### src/rtl/hazard_sched.sv
// Issue scheduler: tracks in-flight destination tags in a DEPTH-stage shift chain and
// resolves RAW hazards into forwarding selects or decode stalls; stall/fwd/occupancy are combinational.
module hazard_sched #(
    parameter int DEPTH      = 3,
    parameter int LOAD_READY = 1,
    parameter int CNT_W      = 16
) (
    input  logic                       clk,
    input  logic                       reset,
    input  logic                       issue_valid,
    input  logic                       issue_wen,
    input  logic                       issue_load,
    input  logic [4:0]                 issue_rd,
    input  logic [4:0]                 issue_rs1,
    input  logic [4:0]                 issue_rs2,
    input  logic                       issue_use1,
    input  logic                       issue_use2,
    input  logic                       flush,
    output logic                       stall,
    output logic                       fwd1_hit,
    output logic                       fwd2_hit,
    output logic [$clog2(DEPTH)-1:0]   fwd1_stage,
    output logic [$clog2(DEPTH)-1:0]   fwd2_stage,
    output logic [$clog2(DEPTH+1)-1:0] occupancy,
    output logic [CNT_W-1:0]           stall_count
);

    localparam int SW = $clog2(DEPTH);
    localparam int OW = $clog2(DEPTH + 1);

    logic [DEPTH-1:0] tag_v;
    logic [DEPTH-1:0] tag_load;
    logic [4:0]       tag_rd [DEPTH];

    logic             not_ready1;
    logic             not_ready2;
    logic             accept;

    // Returns {hit, not_ready, stage}; only the youngest matching stage is considered.
    function automatic logic [SW+1:0] lookup(
        input logic             use_src,
        input logic [4:0]       rs,
        input logic [DEPTH-1:0] v,
        input logic [DEPTH-1:0] ld,
        input logic [DEPTH*5-1:0] rd_flat
    );
        logic          found;
        logic          hit;
        logic          nrdy;
        logic [SW-1:0] stg;
        found = 1'b0;
        hit   = 1'b0;
        nrdy  = 1'b0;
        stg   = '0;
        for (int k = 0; k < DEPTH; k++) begin
            if (!found && use_src && (rs != 5'd0) && v[k] && (rd_flat[k*5 +: 5] == rs)) begin
                found = 1'b1;
                if (!ld[k] || (k >= LOAD_READY)) begin
                    hit = 1'b1;
                    stg = SW'(k);
                end else begin
                    nrdy = 1'b1;
                end
            end
        end
        return {hit, nrdy, stg};
    endfunction

    logic [DEPTH*5-1:0] rd_flat;
    always_comb begin
        rd_flat = '0;
        for (int k = 0; k < DEPTH; k++) begin
            rd_flat[k*5 +: 5] = tag_rd[k];
        end
    end

    always_comb begin
        {fwd1_hit, not_ready1, fwd1_stage} = lookup(issue_use1, issue_rs1, tag_v, tag_load, rd_flat);
        {fwd2_hit, not_ready2, fwd2_stage} = lookup(issue_use2, issue_rs2, tag_v, tag_load, rd_flat);
        stall  = issue_valid & ~flush & (not_ready1 | not_ready2);
        accept = issue_valid & ~stall & ~flush;
    end

    always_comb begin
        occupancy = '0;
        for (int k = 0; k < DEPTH; k++) begin
            occupancy = occupancy + OW'(tag_v[k]);
        end
    end

    // The chain advances unconditionally; a stalled or flushed slot becomes a bubble.
    always_ff @(posedge clk or posedge reset) begin
        if (reset) begin
            tag_v    <= '0;
            tag_load <= '0;
            for (int k = 0; k < DEPTH; k++) begin
                tag_rd[k] <= 5'd0;
            end
        end else begin
            tag_v    <= {tag_v[DEPTH-2:0], accept & issue_wen & (issue_rd != 5'd0)};
            tag_load <= {tag_load[DEPTH-2:0], accept & issue_load};
            for (int k = DEPTH - 1; k > 0; k--) begin
                tag_rd[k] <= tag_rd[k-1];
            end
            tag_rd[0] <= accept ? issue_rd : 5'd0;
        end
    end

    always_ff @(posedge clk or posedge reset) begin
        if (reset) begin
            stall_count <= '0;
        end else if (stall && (stall_count != {CNT_W{1'b1}})) begin
            stall_count <= stall_count + 1'b1;
        end
    end

endmodule
### config.mk
export PLATFORM = sky130hd
export DESIGN_NAME = hazard_sched
export DESIGN_NICKNAME = d
export VERILOG_FILES = /design/src/rtl/hazard_sched.sv
export SDC_FILE = /design/constraint.sdc
export NUM_CORES = 1
export LEC_CHECK = 0
export BUFFER_PORTS_ARGS = -buffer_cell sky130_fd_sc_hd__clkbuf_2
export CORE_ASPECT_RATIO = 1.1
export CORE_UTILIZATION = 45
export DETAILED_ROUTE_END_ITERATION = 16
export HOLD_SLACK_MARGIN = 0.05
export PLACE_DENSITY = 0.8
export SYNTH_ARGS = -nofsm -noshare
export SYNTH_HDL_FRONTEND = slang
export SYNTH_SLANG_ARGS = --single-unit
export TNS_END_PERCENT = 5
### constraint.sdc
create_clock -name clk -period 2.9 [get_ports clk]
set_clock_uncertainty 0.15 [all_clocks]
set_input_delay 0.58 -clock clk [delete_from_list [all_inputs] [get_ports clk]]
set_output_delay 0.58 -clock clk [all_outputs]
set_load 0.05 [all_outputs]
==> results_dict.tcl <==
set metrics [dict create \
    run_status "finished, final reports clean" \
    drtPass1Iterations 4 \
    multi_input_area_sq_um 987.2 \
    synthDistinctLibCells 29 \
    core_sq_mm 0.003964 \
    hold_class "in2async" \
    io_buffers 47 \
    cp_slowest_cell "or4_1" \
    cp_cell_sequence "clkbuf_2, or4_1, o21a_1, nand4_1, buf_4, and3_1, buf_12" \
    die-height_um 69.67 \
    cts_tree "built" \
    initial_core_util 0.4725 \
    cts.sinks 35 \
    synth_edf_count 0 \
    fmax_mhz 352.5 \
    drive_gt1_frac 0.3156 \
    max-slew-margin-rel 0.5953 \
    grt_max_degree 36 \
    drtAntennaViolNets 0 \
    postSynthCellCount 165 \
    clk_pin_slew_ns 0.07 \
    synth_area_sq_mm 0.001873 \
    r2r_slack_ns 0.43 \
    cp-start-kind "input port" \
    ys_ff_latch 35 \
    crit_path_start "issue_rs2[1]" \
    cp_max_fo 4 \
    hold_buffers 0 \
    antenna_found_initial 0 \
    rsz0062_at_grt "true" \
    gp_congestion 0.8780 \
    hold_violations 0 \
    seq_area_sq_um 875.8 \
    final_cell_area_sq_mm 0.002421 \
    cap_violations 0 \
    cts_buffers 5 \
    synthFlopType "dfrtp_1" \
    whs_ns 0.2136 \
    syn_nets 190 \
    post-route-min-period_ns 2.837 \
    grt_pass1_wl_mm 6.865 \
    path_class "in2out" \
    ys.warnings.count 0 \
    fin_nets 249 \
    fin_ws_ns 0.06339 \
    ios 48 \
    setup_viol 0 \
    routed_via_density 5.433 \
    fin_crit_sh 0.9781 \
    drcViolationCount 0 \
    diodes 0 \
    wl_per_cell_um 14.84 \
    nFillCells 362 \
    slew_viol_final 0 \
    ys_seq_area_frac 0.4676 \
    area_growth_syn_to_layout_pct 29.26 \
    ctsLongestPathBuffers 2 \
    final_core_util 0.6108 \
    tightest_slew_ns 0.6007 \
    grt_overflow_total 0 \
    async_flop_share 1.000 \
    p_leak_uw 0.001221 \
    rows 24 \
    power_density_mw_per_mm2 409.1 \
    peakVddDrop_v 0.0002526 \
    slowest_delay_ns 0.52 \
    cts-htree-levels 2 \
    dieArea_sq_mm 0.004425 \
    post-place-ws_ns 0.04169 \
    worstPathRequired_ns 2.17 \
    root_buffer "clkbuf_8" \
    dp_hpwl_mm 3.088 \
    drtIter0Drc 63 \
    arrival_ns 2.11 \
    clk_latency_ns 0.29 \
    fp.dieW_um 63.52 \
    dr_total_vias 1505 \
    grt_pass1_vias 1482 \
    worstSetupEndpointType "output pin" \
    drt-total-wl_mm 4.110 \
    synth_area_per_cell_sq_um 11.35 \
    regToRegStartpoint "rd_flat[1]" \
    gr-usage-all-layers 0.1999 \
    dpl_cell_area_sq_mm 0.002311 \
]
==> cell usage in the layout, fill, tap and decap left out, drive strengths merged, types with 2 or more instances in the layout <==
master   Yosys  final
a2111oi     10     10
a211oi       5      5
and3         7      7
buf          4     15
clkbuf       0     49
dfrtp       35     35
inv          4      4
nand2        7      7
nand3        5      5
nand4        6      6
nor2         2      2
nor3b        8      8
nor4         7      7
o211ai       2      2
o21a         2      2
o21ai        4      4
or4          3      3
xnor2        9      9
xor2        36     36
==> metrics by stage <==
step           total power [uW]  setup TNS, ns  std cells
2_1_floorplan             572.2      -0.006590        165
3_3_place_gp              611.2              0        268
3_5_place_dp              613.3              0        268
4_1_cts                   998.9              0        276
5_1_grt                    1026       -0.03060        277
6_report                  990.4              0        277
==> power breakdown <==
group | internal (uW) | switching, uW
sequential | 498 | 11.7
combinational | 40.1 | 55.0
clock | 217 | 168
==> layer usage <==
metal	vias to the layer above	routed length, um	GRT usage
met2	43	1875	0.2884
li1	723	-	-
met3	6	184	0.05592
met1	733	1988	0.2778
met4	0	62	0.08838
met5	-	0	0
==> area by class of cell <==
class                      instances  share of cell area
tap                               52             0.02687
clock buffer                       8             0.04134
timing repair buffer              56              0.1561
inverter                           4            0.006202
multi-input combinational        122              0.4078
sequential                        35              0.3618
==> cells by family (layout without fill, tap and decap cells) <==
kind of cell	count (synthesis)	count (layout)	share of synthesized area
buffers and inverters	8	68	0.01870
adders and majority gates	2	2	0.01737
xor gates and xnor gates	45	45	0.2104
DFF	35	35	0.4676
and+or+nand+nor	49	49	0.1650
AOI/OAI and AO/OA	25	25	0.1149
muxes	1	1	0.006012
==> state kept, by name (all words and copies together), names as in the netlist <==
signal,count
stall_count,16
rd_flat,15
tag_v,3
tag_load,1
==> synthesized netlist by cell type, drive strengths merged, types with 2 or more instances <==
master	number	area, sq um
xor2	36	315.3
a211oi	5	37.54
nor3b	8	60.06
buf	4	20.02
nand3	5	25.02
nor4	7	58.81
dfrtp	35	875.8
nand2	7	26.28
or4	3	22.52
o211ai	2	15.01
and3	7	43.79
o21a	2	15.01
xnor2	9	78.83
inv	4	15.01
o21ai	4	20.02
nand4	6	37.54
nor2	2	7.510
a2111oi	10	115.1
==> final timing paths <==
kind	to	cells past startpoint
max	fwd2_stage[0]	7
min	stall_count[6]	3
max reg2reg	stall_count[1]	7
min reg2reg	rd_flat[13]	0
max in group asynchronous	tag_load[0]	3
min in group clk	rd_flat[13]	0
==> repair_timing <==
item	4_1_cts	5_1_grt
setup endpoints to repair	0	5
buffers inserted	0	1
resized for setup	0	2
==> critical path, delay by kind of cell <==
kind	cells	cell delay (ns)
and+or+nand+nor	3	0.88
buffers and inverters	3	0.42
AOI/OAI and AO/OA	1	0.22
Note: power is estimated with default switching activity, not from simulation.
